==> config.mk <==
export PLATFORM = sky130hd
export DESIGN_NAME = hopfield_recall_flat
export DESIGN_NICKNAME = d
export VERILOG_FILES = /design/src/rtl/hopfield_recall_pkg.sv /design/src/rtl/hopfield_recall_if.sv /design/src/rtl/hopfield_recall_neuron_match_count.sv /design/src/rtl/hopfield_recall.sv /design/src/flat_wrapper.sv
export SDC_FILE = /design/constraint.sdc
export NUM_CORES = 1
export LEC_CHECK = 0
export CAP_MARGIN = 30
export CORE_UTILIZATION = 39
export DETAILED_ROUTE_END_ITERATION = 10
export DONT_BUFFER_PORTS = 1
export MAX_ROUTING_LAYER = met4
export PLACE_DENSITY_LB_ADDON = 0.25
export RECOVER_POWER = 25
export SLEW_MARGIN = 10
export SYNTH_ARGS = -nofsm -noshare
export SYNTH_HDL_FRONTEND = slang
export SYNTH_SLANG_ARGS = --single-unit
==> constraint.sdc <==
create_clock -name Clock -period 7.6 [get_ports Clock]
set_input_delay 1.14 -clock Clock [delete_from_list [all_inputs] [get_ports Clock]]
set_output_delay 1.14 -clock Clock [all_outputs]
set_load 0.01 [all_outputs]
==> src/rtl/hopfield_recall_pkg.sv <==
// Shared definitions for the Hopfield recall block.
//   N        : neuron count (weight matrix is N x N)
//   IdxW     : width of the neuron index
//   CntW     : width of the per-neuron match count
//   SwCntW   : width of the sweep counter / SweepCount output
//   MatchThr : minimum off-diagonal matches for a neuron to fire (+1)
//   state_e  : recall FSM states
package hopfield_recall_pkg;

   localparam int unsigned N      = 10;
   localparam int unsigned IdxW   = $clog2(N);
   localparam int unsigned CntW   = 4;
   localparam int unsigned SwCntW = 4;

   // N-1 = 9 voting terms, so a threshold of 5 is a strict majority with no tie.
   localparam logic [CntW-1:0] MatchThr = CntW'(5);

   typedef enum logic [2:0] {
      StIdle,
      StLoad,
      StUpdate,
      StCheck,
      StDone
   } state_e;

endpackage

==> src/rtl/hopfield_recall_if.sv <==
// Request/result bundle for hopfield_recall.
//   Start      : request recall of Pattern (master -> slave)
//   Pattern    : probe pattern, bit 1 = +1, bit 0 = -1
//   Weight     : N x N weight matrix, Weight[i][j] is from neuron j into neuron i
//   Busy       : recall in progress (slave -> master)
//   Done       : single-cycle pulse, Result/Converged/SweepCount valid
//   Result     : recalled state
//   Converged  : final sweep changed no bit
//   SweepCount : number of sweeps executed
interface hopfield_recall_if;
   import hopfield_recall_pkg::*;

   logic              Start;
   logic [0:N-1]      Pattern;
   logic              Weight [0:N-1][0:N-1];
   logic              Busy;
   logic              Done;
   logic [0:N-1]      Result;
   logic              Converged;
   logic [SwCntW-1:0] SweepCount;

   modport master (
      output Start, Pattern, Weight,
      input  Busy, Done, Result, Converged, SweepCount
   );

   modport slave (
      input  Start, Pattern, Weight,
      output Busy, Done, Result, Converged, SweepCount
   );

endinterface

==> src/rtl/hopfield_recall_neuron_match_count.sv <==
// Combinational match counter for one neuron.
//   row_i   : weight row of the neuron being updated
//   state_i : current network state
//   idx_i   : index of the neuron being updated (its diagonal term is skipped)
//   count_o : number of j != idx_i with XNOR(row_i[j], state_i[j]) = 1
module neuron_match_count
   import hopfield_recall_pkg::*;
(
   input  logic [0:N-1]    row_i,
   input  logic [0:N-1]    state_i,
   input  logic [IdxW-1:0] idx_i,
   output logic [CntW-1:0] count_o
);

   always_comb begin
      count_o = '0;
      for (int j = 0; j < N; j++) begin
         if ((j != int'(idx_i)) && (row_i[j] ~^ state_i[j])) begin
            count_o = count_o + CntW'(1);
         end
      end
   end

endmodule

==> src/rtl/hopfield_recall.sv <==
// Hopfield network recall engine with sequential (asynchronous) neuron updates.
//   Clock   : system clock, rising edge
//   Reset_n : synchronous active-low reset
//   bus     : slave side of hopfield_recall_if (Start/Pattern/Weight in,
//             Busy/Done/Result/Converged/SweepCount out)
// Parameter MAX_SWEEPS (1..15) bounds the number of full update sweeps.
module hopfield_recall
   import hopfield_recall_pkg::*;
#(
   parameter int unsigned MAX_SWEEPS = 8
) (
   input logic              Clock,
   input logic              Reset_n,
   hopfield_recall_if.slave bus
);

   state_e              state_q, state_d;
   logic [0:N-1]        s_q, s_d;
   logic [0:N-1]        w_q [0:N-1];
   logic [0:N-1]        w_d [0:N-1];
   logic [IdxW-1:0]     idx_q, idx_d;
   logic [SwCntW-1:0]   sweep_q, sweep_d;
   logic                chg_q, chg_d;
   logic [0:N-1]        result_q, result_d;
   logic                conv_q, conv_d;
   logic [SwCntW-1:0]   swc_q, swc_d;

   logic [CntW-1:0]     match_cnt;
   logic                new_bit;

   neuron_match_count u_match (
      .row_i   (w_q[idx_q]),
      .state_i (s_q),
      .idx_i   (idx_q),
      .count_o (match_cnt)
   );

   assign new_bit = (match_cnt >= MatchThr);

   always_comb begin
      state_d  = state_q;
      s_d      = s_q;
      w_d      = w_q;
      idx_d    = idx_q;
      sweep_d  = sweep_q;
      chg_d    = chg_q;
      result_d = result_q;
      conv_d   = conv_q;
      swc_d    = swc_q;

      unique case (state_q)
         StIdle: begin
            if (bus.Start) state_d = StLoad;
         end
         StLoad: begin
            // Snapshot inputs so later changes cannot disturb the running recall.
            s_d = bus.Pattern;
            for (int i = 0; i < N; i++) begin
               for (int j = 0; j < N; j++) begin
                  w_d[i][j] = bus.Weight[i][j];
               end
            end
            idx_d   = '0;
            sweep_d = '0;
            chg_d   = 1'b0;
            state_d = StUpdate;
         end
         StUpdate: begin
            // Written in place: the next neuron sees this sweep's new value.
            s_d[idx_q] = new_bit;
            if (new_bit != s_q[idx_q]) chg_d = 1'b1;
            if (idx_q == IdxW'(N - 1)) begin
               state_d = StCheck;
            end else begin
               idx_d = idx_q + IdxW'(1);
            end
         end
         StCheck: begin
            sweep_d = sweep_q + SwCntW'(1);
            if (!chg_q) begin
               state_d  = StDone;
               conv_d   = 1'b1;
               result_d = s_q;
               swc_d    = sweep_d;
            end else if (sweep_d == SwCntW'(MAX_SWEEPS)) begin
               state_d  = StDone;
               conv_d   = 1'b0;
               result_d = s_q;
               swc_d    = sweep_d;
            end else begin
               chg_d   = 1'b0;
               idx_d   = '0;
               state_d = StUpdate;
            end
         end
         StDone: begin
            state_d = StIdle;
         end
         default: begin
            state_d = StIdle;
         end
      endcase
   end

   always_ff @(posedge Clock) begin
      if (!Reset_n) begin
         state_q  <= StIdle;
         s_q      <= '0;
         for (int i = 0; i < N; i++) begin
            w_q[i] <= '0;
         end
         idx_q    <= '0;
         sweep_q  <= '0;
         chg_q    <= 1'b0;
         result_q <= '0;
         conv_q   <= 1'b0;
         swc_q    <= '0;
      end else begin
         state_q  <= state_d;
         s_q      <= s_d;
         w_q      <= w_d;
         idx_q    <= idx_d;
         sweep_q  <= sweep_d;
         chg_q    <= chg_d;
         result_q <= result_d;
         conv_q   <= conv_d;
         swc_q    <= swc_d;
      end
   end

   assign bus.Busy       = (state_q == StLoad) || (state_q == StUpdate) || (state_q == StCheck);
   assign bus.Done       = (state_q == StDone);
   assign bus.Result     = result_q;
   assign bus.Converged  = conv_q;
   assign bus.SweepCount = swc_q;

endmodule

==> src/flat_wrapper.sv <==
// flat-port wrapper written by rule: the top's interface ports become plain ports
module hopfield_recall_flat import hopfield_recall_pkg::*;
#(
   parameter int unsigned MAX_SWEEPS = 8
)
  (Clock, Reset_n, bus_Start, bus_Pattern, bus_Weight, bus_Busy, bus_Done, bus_Result, bus_Converged, bus_SweepCount);
  hopfield_recall_if bus_i ();
  input logic Clock;
  input logic Reset_n;
  input wire logic [$bits(bus_i.Start)-1:0] bus_Start;
  input wire logic [$bits(bus_i.Pattern)-1:0] bus_Pattern;
  input wire logic [$bits(bus_i.Weight)-1:0] bus_Weight;
  output wire logic [$bits(bus_i.Busy)-1:0] bus_Busy;
  output wire logic [$bits(bus_i.Done)-1:0] bus_Done;
  output wire logic [$bits(bus_i.Result)-1:0] bus_Result;
  output wire logic [$bits(bus_i.Converged)-1:0] bus_Converged;
  output wire logic [$bits(bus_i.SweepCount)-1:0] bus_SweepCount;
  assign bus_i.Start = bus_Start;
  assign bus_i.Pattern = bus_Pattern;
  assign bus_i.Weight = {>>{bus_Weight}};
  assign bus_Busy = bus_i.Busy;
  assign bus_Done = bus_i.Done;
  assign bus_Result = bus_i.Result;
  assign bus_Converged = bus_i.Converged;
  assign bus_SweepCount = bus_i.SweepCount;
  hopfield_recall #(.MAX_SWEEPS(MAX_SWEEPS)) u_core (.Clock(Clock), .Reset_n(Reset_n), .bus(bus_i));
endmodule
; ---- Word-level counts from Yosys, hierarchy flattened
; Index checks and enable logic that the tools add are counted.
[word_totals]
register_bits = 137
in_bits = 113
output_inout_bits = 17
word_cells = 128
[classes]
addsub = 11
n_lt_le_gt_ge = 3
n_eq_ne = 23
muxes = 40
bitwise_logic = 11
n_reduce_logical = 22
[op_table]
columns = op, n
row1 = two-way mux 4 bit, 14
row2 = adder 4 x 1 -> 4 bit (second input constant), 11
row3 = binary-select mux 10 bit (select 4 bit), 1
row4 = two-way mux 10 bit, 4
row5 = != test 4 bit (first input constant), 6
row6 = case mux 10 bit (2 select lines), 1
row7 = two-way mux 3 bit, 4
row8 = case mux 3 bit (4 select lines), 1
row9 = case mux 4 bit (3 select lines), 1
row10 = logical AND 1 bit, 11
row11 = bitwise mux 10 bit, 1
row12 = XNOR 1 bit, 10
row13 = two-way mux 1 bit, 9
row14 = == test 4 bit (second input constant), 2
row15 = != test 2 bit (second input constant), 4
row16 = != test 3 x 4 -> 1 bit (first input constant), 2
row17 = case mux 4 bit (2 select lines), 1
row18 = == test 3 x 2 -> 1 bit (second input constant), 2
row19 = != test 2 x 1 -> 1 bit (second input constant), 3
row20 = AND reduction 2 bit, 3
row21 = >= comparator 5 bit (second input constant), 1
row22 = less-than comparator 5 x 1 -> 1 bit (second input constant), 1
row23 = NOT 4 -> 5 bit, 1
row24 = binary-select mux 1 bit (select 4 bit), 1
row25 = other kinds (13), 15

; ---- Logic depth before layout (Yosys ltp)
; Gate-level depths: netlist of run 1.
[depth]
word_depth = 29
ltp_mapped = 36
depth_no_buf = 31

; ---- Cells and area by module
; A second synthesis of run 1 with hierarchy kept.
[hier_totals]
hier_cells = 799
hier_area_um2 = 7113.1
[modules_own_cells]
columns = mod, n_inst, cells_per_inst, area_per_inst_um2, seq_area_each_um2
row1 = hopfield_recall, 1, 701, 6272.3, 2742.6
row2 = neuron_match_count, 1, 98, 840.8, 0.0

; ---- Worst setup path after synthesis of run 1
; No wires, ideal clock.
[synth_timing]
kind = flip-flop to flip-flop
startpoint = reg u_core.idx_q[0]
endpoint = reg u_core.s_q[0] in the netlist's numbering
setup_time_ns = 0.087
arrival_ns = 6.951
required_time_ns = 7.513
path_slack_ns = 0.562
stages_incl_launch_ff = 31
n_path_buf = 5
period_less_slack_ns = 7.038
cell_sequence = dfxtp_1 buf_6 buf_6 buf_2 buf_1 mux4_2 a21oi_1 a21oi_1 a311oi_1 ha_1 xnor2_1 ha_1 inv_1 o21ai_0 ha_1 a21oi_1 a21oi_1 xor2_1 a21oi_1 ha_1 a221oi_1 xnor2_1 mux2_2 ha_1 nand2_1 xnor3_1 nand4bb_1 xnor3_1 and2_1 buf_6 o31ai_1
[synth_between]
elab_chain_cells = 28
word_cells_on_any_way = 61
cone_classes = add/sub (9) / order compare (3) / eq/ne (9) / mux (17) / bitwise (11) / reduce/logical (12)
[synth_rtl]
columns = element, line
row1 = "start, declared", hopfield_recall.sv:21  ; logic [IdxW-1:0] idx_q, idx_d;
row2 = "start signal, assigned", hopfield_recall.sv:122  ; idx_q <= idx_d;
row3 = NOT 4 -> 5 bit (not written as such), "hopfield_recall.sv:32, hopfield_recall.sv:70"
row4 = binary-select mux 10 bit (select 4 bit), hopfield_recall.sv:32  ; .row_i (w_q[idx_q]),
row5 = two-way mux 10 bit (not written as such) (2 in series), hopfield_recall.sv:32
row6 = XNOR 1 bit, hopfield_recall_neuron_match_count.sv:18  ; if ((j != int'(idx_i)) && (row_i[j] ~^ state_i[j])) begin
row7 = logical AND 1 bit, hopfield_recall_neuron_match_count.sv:18
row8 = two-way mux 1 bit, hopfield_recall_neuron_match_count.sv:18
row9 = adder 4 x 1 -> 4 bit, hopfield_recall_neuron_match_count.sv:19  ; count_o = count_o + CntW'(1);
row10 = two-way mux 4 bit, hopfield_recall_neuron_match_count.sv:18
row11 = (+11 left out), n/a
row12 = two-way mux 4 bit, hopfield_recall_neuron_match_count.sv:18
row13 = adder 4 x 1 -> 4 bit, hopfield_recall_neuron_match_count.sv:19
row14 = two-way mux 4 bit, hopfield_recall_neuron_match_count.sv:18
row15 = adder 4 x 1 -> 4 bit, hopfield_recall_neuron_match_count.sv:19
row16 = two-way mux 4 bit, hopfield_recall_neuron_match_count.sv:18
row17 = >= comparator 4 x 3 -> 1 bit, hopfield_recall.sv:38  ; assign new_bit = (match_cnt >= MatchThr);
row18 = bitwise mux 10 bit (*), hopfield_recall.sv:70  ; s_d[idx_q] = new_bit;
row19 = case mux 10 bit (2 select lines) (*), hopfield_recall.sv:51  ; unique case (state_q)
row20 = "end signal, assigned", hopfield_recall.sv:108  ; s_q <= '0;
row21 = "end signal, assigned", hopfield_recall.sv:120  ; s_q <= s_d;
row22 = "end, declared", hopfield_recall.sv:18  ; logic [0:N-1] s_q, s_d;
; Every way passes the cells marked *; elsewhere a longest branch is shown, timed or not. The select of a mux whose other input is x is not followed.
; A chain may end at the register's enable or synchronous reset.

; ---- Worst setup path after layout of run 1
[layout_timing]
startpoint = reg u_core.idx_q[1]
endpoint = reg u_core.s_q[8] in the netlist's numbering
; The elaborated chain is that of the path after synthesis.

==> impl_metrics.tcl, run 1 <==
set metrics [dict create \
    htree_levels 4 \
    drv_cap 2 \
    syn_nets 1041 \
    synth_edf_count 0 \
    max_slew_margin_pct -44.0 \
    core_um2 18800 \
    crit_start "u_core.idx_q[1]" \
    cts-root-buf "clkbuf_16" \
    syn_inst 912 \
    final_nets 1008 \
    outcome "finished with violations" \
    viasPerCell 5.38 \
    holdBufCountCts 0 \
    final.period_utilization_pct 92.2 \
    cp_slowest_cell "dfxtp_2" \
    path_max_fanout 22 \
    synth_seq_cells 137 \
    p_sw_share_pct 33.3 \
    synth_warnings 0 \
    ys.flop_type "dfxtp_1" \
    syn_avg_cell_area_um2 8.21 \
    p_int_mw 1.72 \
    setup-violations-final 0 \
    crit_path_max_incr_delay_ns 0.66 \
    cts_resized 0 \
    overflow 0 \
    cellLeakagePower_nw 2.88 \
    crit_path_end_kind "flop" \
    fmax_mhz 143 \
    crit_path_frequent_cell "ha_1" \
    place_congestion 0.858 \
    track_usage_pct 20.6 \
    drtAntennaViolNets 0 \
    cts_buffers 17 \
    cts_sinks 137 \
    whs_path_depth 2 \
    min_from "u_core.w_q[46]" \
    fin_util_pct 43.7 \
    drive_above_1_share_pct 9.53 \
    drtPass1Iterations 5 \
    tightest_slew_ns 2.16 \
    arrival_ns 7.27 \
    fp.dieW_um 141 \
    final.setup.worst_slack_ns 0.596 \
    setup_tns_ns 0 \
    pin_count 130 \
    post_cts_buffers 0 \
    initialDrtViolationCount 415 \
    startpoint_type "flop" \
    report.final.slew_viol_count 113 \
    yosysUniqueCellTypes 75 \
    layout_commonest_cell "nand2_1" \
    layout_common_cells "294 x nand2_1, 135 x dfxtp_1, 115 x a21boi_0" \
    seq_power_share_pct 30.3 \
    hp-class "flop to flop" \
    r2r_slack_ns 0.60 \
    finalHoldViolations 0 \
    p_clk_share_pct 33.0 \
    rsz0062_at_grt "no" \
    ir_drop_mv 0.293 \
    min_to "u_core.w_q[46]" \
    cts.clk_slew.worst_paths_ns 0.06 \
    grt_pass1_wl_um 30600 \
    violations "capacitance limit, slew limit" \
    drc 0 \
    power_frac_comb_pct 36.7 \
    cts_tree "yes" \
    p_total_mw 2.58 \
    synthToLayoutAreaGrowth_pct 9.58 \
    powerDensity_nw_per_um2 315 \
    ys_seq_area_share_pct 36.6 \
    criticalPathCategory "flop to flop" \
    dieArea_um2 19800 \
    die_y_um 141 \
    rows 50 \
    post-route-min-period_ns 7.00 \
    cp_data_required_time_ns 7.86 \
    antenna_found_initial 0 \
    timing.rr.end "u_core.s_q[8]" \
    synth_area_um2 7490 \
    r2r_cells 25 \
    finalClockSkew_ns 0.00959 \
    p_sw_mw 0.860 \
    clk_latency_ns 0.42 \
    async_flop_share_pct 0 \
    cts_buffer_depth 2 \
    initial_utilization_pct 39.9 \
    wire_per_inst_um 17.2 \
    drt_wl_total_um 19300 \
    grt_pass1_vias 5484 \
    dpl.hpwl_um 14000 \
    rr_startpoint "u_core.idx_q[1]" \
    dp_slack_ns 0.424 \
    portBuffers 0 \
    grt_max_degree 142 \
    diodes 0 \
    vias 6062 \
]
-- worst max-delay path, delay by kind of cell (launching register included) --
| family | cells | cell delay, ns |
|---|---|---|
| compound gates | 9 | 2.13 |
| xor+xnor | 5 | 1.26 |
| fa+ha+maj | 4 | 1.01 |
| flops | 1 | 0.66 |
| simple gates | 3 | 0.66 |
| mux | 2 | 0.64 |
| buf+inv | 2 | 0.47 |
-- state kept, by name, indices dropped and copies added (netlist names) --
signal / count
u_core.state_q: 3
u_core.bus.Result: 10
u_core.w_q: 100
u_core.sweep_q: 4
u_core.bus.SweepCount: 4
u_core.s_q: 10
u_core.bus.Converged: 1
u_core.chg_q: 1
u_core.idx_q: 4
-- metal layers --
metal | share of wire (%) | GRT usage [%]
met3 | 4.2 | 4.07
met1 | 49 | 28.0
met5 | 0 | -
met2 | 45 | 30.9
met4 | 1.6 | 6.24
-- logic make-up (layout without fill, tap and decap cells) --
logic type | after synthesis | after routing | share of synthesized area (%)
mux | 43 | 43 | 8.31
fa+ha+maj | 16 | 16 | 2.67
buf+inv | 78 | 58 | 4.56
xor+xnor | 30 | 30 | 4.86
simple gates | 391 | 391 | 22.1
compound gates | 217 | 217 | 20.9
flops | 137 | 137 | 36.6
-- metrics by stage --
| stage | hold slack (ns) | std cells | area (um^2) |
|---|---|---|---|
| floorplan | 0.439 | 912 | 7490 |
| finish | 0.462 | 1126 | 8200 |
| CTS | 0.462 | 1124 | 8200 |
| detailed placement | 0.454 | 1092 | 7580 |
| global placement | 0.448 | 1091 | 7570 |
| global route | 0.478 | 1126 | 8200 |
-- synthesized netlist by cell type, drive strengths merged (4+ instances only) --
library cell	n	area, um^2
and2	8	52.6
o22ai	4	25.0
mux2i	16	164
o211ai	5	37.5
xnor3	4	91.3
nand2b	5	31.3
o31ai	9	67.6
nor2	27	101
xor2	11	96.3
inv	14	52.6
nand3	21	105
mux4	13	293
ha	16	200
mux2	14	165
o21ai	24	120
nor2b	8	50.1
a21oi	21	105
buf	14	101
dfxtp	137	2740
nand2	294	1100
a21boi	117	890
and3	4	25.0
clkbuf	49	184
xnor2	15	176
nor3	5	30.0
a221oi	5	43.8
-- worst max path at each step --
stage	endpoint	slack, ns	depth (start not counted)
6_report	u_core.s_q[8]	0.60	25
4_1_cts	u_core.s_q[8]	0.40	25
3_3_place_gp	u_core.s_q[8]	0.56	25
5_1_grt	u_core.s_q[8]	0.11	26
3_5_place_dp	u_core.s_q[8]	0.42	25
2_1_floorplan	u_core.s_q[0]	0.56	30
-- power groups by stage --
stage	sequential [mW]	combinational [mW]	clock, mW
2_1_floorplan	0.781	0.872	0
3_3_place_gp	0.797	0.925	0
3_5_place_dp	0.797	0.942	0
4_1_cts	0.781	0.947	0.870
5_1_grt	0.785	1.07	0.904
6_report	0.781	0.949	0.853
-- final cells by class --
cell class | instances | area [um^2]
Fill cell | 1903 | 10600
Inverter | 15 | 56.3
Multi-Input combinational cell | 697 | 4420
Sequential cell | 137 | 2750
Tap cell | 234 | 293
Clock buffer | 19 | 443
Clock inverter | 13 | 169
Timing Repair Buffer | 11 | 78.8
Note: power is estimated with default switching activity, not from simulation.
==> run 2, diff against run 1 <==
--- a/config.mk
+++ b/config.mk
@@ -5,6 +5,7 @@
 export SDC_FILE = /design/constraint.sdc
 export NUM_CORES = 1
 export LEC_CHECK = 0
+export ABC_AREA = 1
 export CAP_MARGIN = 30
 export CORE_UTILIZATION = 39
 export DETAILED_ROUTE_END_ITERATION = 10
==> run 2 against run 1 <==
  * The run ends with DRC, capacitance limit, slew limit left
  * Routed wire length increased by 3.9%
  * Count of clock-buffer cells in the layout fell by 1
  * First-iteration DRC count grew 1.7%
  * Via count rose by 10%
  * Total power rose by 35%
  * Sequential share of layout area up 0.98 points
  * Final cell count grew 14%
  * Clock skew up 0.0066 ns
  * Global-route usage increased by 1.3 points
  * Critical path type unchanged
  * Die area is 2.0% lower
  * Synthesized area is 2.0% lower
  * Largest power group unchanged
  * Utilization is essentially flat
==> impl_metrics.tcl, run 2 <==
set metrics [dict create \
    synth_seq_cells 137 \
    r2r_slack_ns 1.36 \
    dpl.cell_count 1251 \
    regMostFlops "u_core.w_q" \
    htree_levels 4 \
    finalHoldViolations 0 \
    min_from "u_core.w_q[14]" \
    drtAntennaViolNets 0 \
    drtPass1Iterations 8 \
    rows 49 \
    tightest_slew_ns 2.68 \
    overflow 0 \
    report.final.slew_viol_count 98 \
    r2r_cells 38 \
    fillCellCount 1883 \
    post-route-min-period_ns 6.24 \
    seqCellArea_um2 2740 \
    yosysUniqueCellTypes 45 \
    cts-root-buf "clkbuf_16" \
    pin_count 130 \
    layout_commonest_cell "nand2_1" \
    cts_buffers 17 \
    violations "DRC, capacitance limit, slew limit" \
    ir_drop_mv 0.355 \
    max_slew_margin_pct -79.5 \
    crit_path_frequent_cell "nand2_1" \
    yosys-top-cells-count "162 x nand2_1, 153 x o21ai_0, 148 x nor2_1" \
    hp-class "flop to flop" \
    whs_path_depth 2 \
    synthToLayoutAreaGrowth_pct 8.51 \
    wire_per_inst_um 15.7 \
    rr_startpoint "u_core.idx_q[0]" \
    viasPerCell 5.20 \
    holdBufCountCts 0 \
    cts_sinks 137 \
    crit_path_max_incr_delay_ns 0.54 \
    stdcell_count 1283 \
    synth_warnings 0 \
    drive_above_1_share_pct 9.49 \
    final_nets 1170 \
    synth_edf_count 0 \
    largest_reg_flops 100 \
    cp_slowest_cell "inv_2" \
    grt_pass1_vias 5995 \
    finalClockSkew_ns 0.0162 \
    yosysMostFrequentCell "nand2_1" \
    ys_seq_area_share_pct 37.4 \
    antenna_found_initial 0 \
    track_usage_pct 21.9 \
    synth.area.top_cells "dfxtp_1 37%, o21ai_0 10%, nand2_1 8.3%" \
    dpl.hpwl_um 14400 \
    die_y_um 139 \
    cellLeakagePower_nw 3.33 \
    syn_avg_cell_area_um2 6.82 \
    post_cts_buffers 0 \
    rsz0062_at_grt "no" \
    cts_buffer_depth 2 \
    drv_cap 1 \
    path_max_fanout 46 \
    syn_nets 1205 \
    layout_common_cells "162 x nand2_1, 153 x o21ai_0, 148 x nor2_1" \
    synth_area_leader_cell "dfxtp_1" \
    cts.clk_slew.worst_paths_ns 0.06 \
    cts_resized 0 \
    timing.rr.end "u_core.chg_q" \
    syn_inst 1076 \
    multi_input_area_um2 3840 \
    min_to "u_core.w_q[14]" \
    grt_max_degree 117 \
    drc 4 \
    portBuffers 0 \
    fp.dieW_um 139 \
    grt_pass1_wl_um 32000 \
    ys.flop_type "dfxtp_1" \
    dieArea_um2 19400 \
    arrival_ns 6.56 \
    vias 6669 \
    synth_top_area_share_pct 37.4 \
    startpoint_type "flop" \
    async_flop_share_pct 0 \
    setup_tns_ns 0 \
    drt_wl_total_um 20100 \
    cts_tree "yes" \
    place_congestion 0.895 \
    diodes 0 \
    final.period_utilization_pct 82.1 \
    fmax_mhz 160 \
    setup-violations-final 0 \
    clk_latency_ns 0.43 \
    cp_data_required_time_ns 7.92 \
    core_um2 18200 \
    crit_path_end_kind "flop" \
    powerDensity_nw_per_um2 437 \
    synth_area_um2 7340 \
    criticalPathCategory "flop to flop" \
    initial_utilization_pct 40.3 \
    outcome "finished with violations" \
    initialDrtViolationCount 422 \
]
==> run 2: changes by cell type after synthesis, moves of 21 or more <==
| cell | change |
|---|---|
| a21boi_0 | -114 |
| a21oi_1 | +100 |
| inv_1 | +102 |
| nand2_1 | -132 |
| nand2_2 | +21 |
| nor2_1 | +121 |
| o21ai_0 | +131 |
==> run 2: kinds of logic after synthesis <==
kind of cell | synth area share (%)
AO/OA/AOI/OAI | 22.8
XOR/XNOR | 0.358
adder cells (fa/ha/maj) | 2.73
buffers and inverters | 10.3
flip-flops | 37.4
AND/OR/NAND/NOR | 26.4
==> run 2: report_power, final <==
part | internal [mW] | switching (mW) | total (mW) | leakage [nW]
clock | 0.492 | 0.347 | 0.839 | 0.286
combinational | 0.613 | 1.19 | 1.81 | 1.93
sequential | 0.797 | 0.0382 | 0.835 | 1.12
==> run 2: metrics by stage <==
stage	power (mW)	utilization [%]	instance area [um^2]	setup WS (ns)	hold slack, ns
after floorplan	2.43	-	7340	1.43	0.424
after global placement	2.63	40.5	7380	1.50	0.437
after detailed placement	2.65	40.5	7380	1.36	0.444
after CTS	3.49	43.8	7970	1.35	0.453
after global routing	3.82	43.7	7960	0.728	0.469
final	3.48	43.7	7960	1.36	0.450
==> run 2: area by class of cell <==
| type | count | area share, % |
|---|---|---|
| clock buffer | 18 | 5.39 |
| clock inverter | 14 | 2.06 |
| inverter | 125 | 5.91 |
| multi-input combinational | 756 | 48.2 |
| sequential | 137 | 34.5 |
| tap | 229 | 3.60 |
| timing repair buffer | 4 | 0.377 |
==> run 2: worst max-delay path by stage <==
stage                          from      endpoint
detailed placement  u_core.idx_q[0]  u_core.chg_q
global placement    u_core.idx_q[0]  u_core.chg_q
global route        u_core.idx_q[0]  u_core.chg_q
finish              u_core.idx_q[0]  u_core.chg_q
CTS                 u_core.idx_q[0]  u_core.chg_q
floorplan           u_core.idx_q[0]  u_core.chg_q
==> run 2: critical path, delay by kind of cell (launching register included) <==
family	cells	cell delay (ns)
xor gates and xnor gates	1	0.13
buffers and inverters	2	0.63
and+or+nand+nor	21	2.15
adders and majority gates	6	1.45
AOI/OAI and AO/OA	8	1.41
DFF	1	0.32
==> run 2: per-layer routing <==
layer | global-route usage (%) | share of wire (%) | vias to the layer above | wire (um)
met5 | - | 0 | - | 0
met4 | 8.65 | 2.3 | 0 | 471
met3 | 4.32 | 5.3 | 27 | 1060
met2 | 30.9 | 42 | 179 | 8510
met1 | 30.6 | 50 | 3008 | 10100
li1 | - | - | 3455 | -
==> run 3, diff against run 2 <==
==> constraint.sdc (replaced) <==
create_clock -name Clock -period 5 [get_ports Clock]
set_input_delay 0.75 -clock Clock [delete_from_list [all_inputs] [get_ports Clock]]
set_output_delay 0.75 -clock Clock [all_outputs]
set_load 0.01 [all_outputs]
==> run 3 against run 2 <==
  * The flow finishes with violations (DRC, capacitance limit, slew limit, setup timing)
  * Clock skew shrank 0.0069 ns
  * First-iteration DRC count is 35% higher
  * Count of clock-buffer cells in the layout stayed put
  * Final cell count increased by 5.7%
  * Routed wire length rose by 9.5%
  * Critical endpoint unchanged
  * Highest routed layer unchanged
==> impl_metrics.tcl, run 3 (synthesized netlist as in run 2, its figures left out) <==
set metrics [dict create \
    vias 7079 \
    track_usage_pct 23.4 \
    drtAntennaViolNets 0 \
    crit_start "u_core.idx_q[0]" \
    stdcell_count 1356 \
    rsz0062_at_grt "yes" \
    dieArea_um2 19400 \
    outcome "finished with violations" \
    holdBufCountCts 0 \
    regMostFlops "u_core.w_q" \
    diodes 0 \
    layout_commonest_cell "o21ai_0" \
    cts.clk_slew.worst_paths_ns 0.06 \
    initial_utilization_pct 40.3 \
    path_max_fanout 5 \
    final.period_utilization_pct 106 \
    setup-violations-final 11 \
    min_from "u_core.w_q[14]" \
    powerDensity_nw_per_um2 799 \
    ir_drop_mv 0.508 \
    wire_per_inst_um 16.2 \
    synthToLayoutAreaGrowth_pct 21.5 \
    cts_buffers 17 \
    fin_util_pct 48.9 \
    cellLeakagePower_nw 3.76 \
    fmax_mhz 189 \
    crit_path_frequent_cell "nand2_4" \
    drc 3 \
    post-route-min-period_ns 5.30 \
    final_nets 1244 \
    fp.dieW_um 139 \
    criticalPathCategory "flop to flop" \
    grt_max_degree 117 \
    finish.instance_area_um2 8910 \
    largest_reg_flops 100 \
    pin_count 130 \
    portBuffers 0 \
    final.setup.worst_slack_ns -0.302 \
    crit_path_max_incr_delay_ns 0.40 \
    htree_levels 4 \
    clk_latency_ns 0.43 \
    tightest_slew_ns 2.70 \
    rows 49 \
    report.final.slew_viol_count 65 \
    seqCellArea_um2 2750 \
    cts_sinks 137 \
    antenna_found_initial 0 \
    setup_tns_ns -2.63 \
    cts_buffer_depth 2 \
    r2r_cells 38 \
    place_congestion 0.885 \
    whs_path_depth 2 \
    die_y_um 139 \
    cp_data_required_time_ns 5.32 \
    cts_tree "yes" \
    drt_wl_total_um 22000 \
    dpl.cell_count 1307 \
    cp_slowest_cell "dfxtp_4" \
    fillCellCount 1797 \
    hp-class "flop to flop" \
    startpoint_type "flop" \
    finalClockSkew_ns 0.00924 \
    arrival_ns 5.62 \
    violations "DRC, capacitance limit, slew limit, setup timing" \
    grt_pass1_wl_um 34100 \
    multi_input_area_um2 4180 \
    viasPerCell 5.22 \
    drv_cap 1 \
    grt_pass1_vias 6438 \
    overflow 0 \
    drtPass1Iterations 8 \
    crit_path_end_kind "flop" \
    initialDrtViolationCount 571 \
    cts-root-buf "clkbuf_16" \
    layout_common_cells "144 x o21ai_0, 143 x nand2_1, 140 x nor2_1" \
    max_slew_margin_pct -79.8 \
    core_um2 18200 \
    rr_startpoint "u_core.idx_q[0]" \
    finalHoldViolations 0 \
    drive_above_1_share_pct 20.9 \
    dpl_cell_area_um2 7830 \
    dpl.hpwl_um 15300 \
]
==> run 3: changes by cell type in the layout (fill, tap and decap cells not counted), sizes merged <==
| cell | previous run | this run |
|---|---|---|
| clkbuf | 18 | 19 |
| clkinv | 6 | 8 |
| clkinvlp | 3 | 2 |
| inv | 128 | 126 |
| buf | 4 | 77 |
==> run 3: final timing paths <==
path | end | slack [ns]
worst min register to register | u_core.w_q[14] | 0.45
worst min-delay path | u_core.w_q[14] | 0.45
worst max-delay path | u_core.chg_q | -0.30
worst max register to register | u_core.chg_q | -0.30
==> run 3: what timing repair did <==
| item | 4_1_cts | 5_1_grt |
|---|---|---|
| resized for setup | 26 | 64 |
| pin swaps | 14 | 37 |
| gates cloned | 1 | 0 |
| setup endpoints to repair | 11 | 11 |
| setup buffers | 16 | 2 |
==> run 3: routing by layer <==
metal	track usage (%)	share of wire, %	wire length (um)
met2	35.2	45	9930
met4	7.49	2.2	494
met1	31.2	47	10300
met5	-	0	0
met3	4.73	5.9	1290
==> run 3: per-stage QoR <==
stage	hold WS (ns)	power, mW	setup WS [ns]
3_5_place_dp	0.441	4.54	-0.317
2_1_floorplan	0.424	3.72	-0.623
3_3_place_gp	0.438	4.51	-0.210
5_1_grt	0.453	7.62	-0.580
6_report	0.450	7.12	-0.302
4_1_cts	0.433	6.26	-0.256
==> run 3: layout make-up <==
class	count	share of cell area [%]
clock inverter	13	1.66
multi-input combinational	756	46.9
clock buffer	18	4.82
tap	229	3.22
timing repair buffer	78	7.27
inverter	125	5.32
sequential	137	30.8
==> run 3: power by group <==
group          internal, mW  switching, mW  leakage [nW]
clock network         0.737          0.509         0.280
registers              1.21         0.0635          1.12
logic                  2.00           2.59          2.36
==> run 3: critical path: cells and delay by family, from the launching register on <==
kind                     cells  cell delay, ns
buffers and inverters        3            0.26
XOR/XNOR                     1            0.13
AO/OA/AOI/OAI                7            1.10
AND/OR/NAND/NOR             21            2.04
adder cells (fa/ha/maj)      6            1.25
flip-flops                   1            0.40
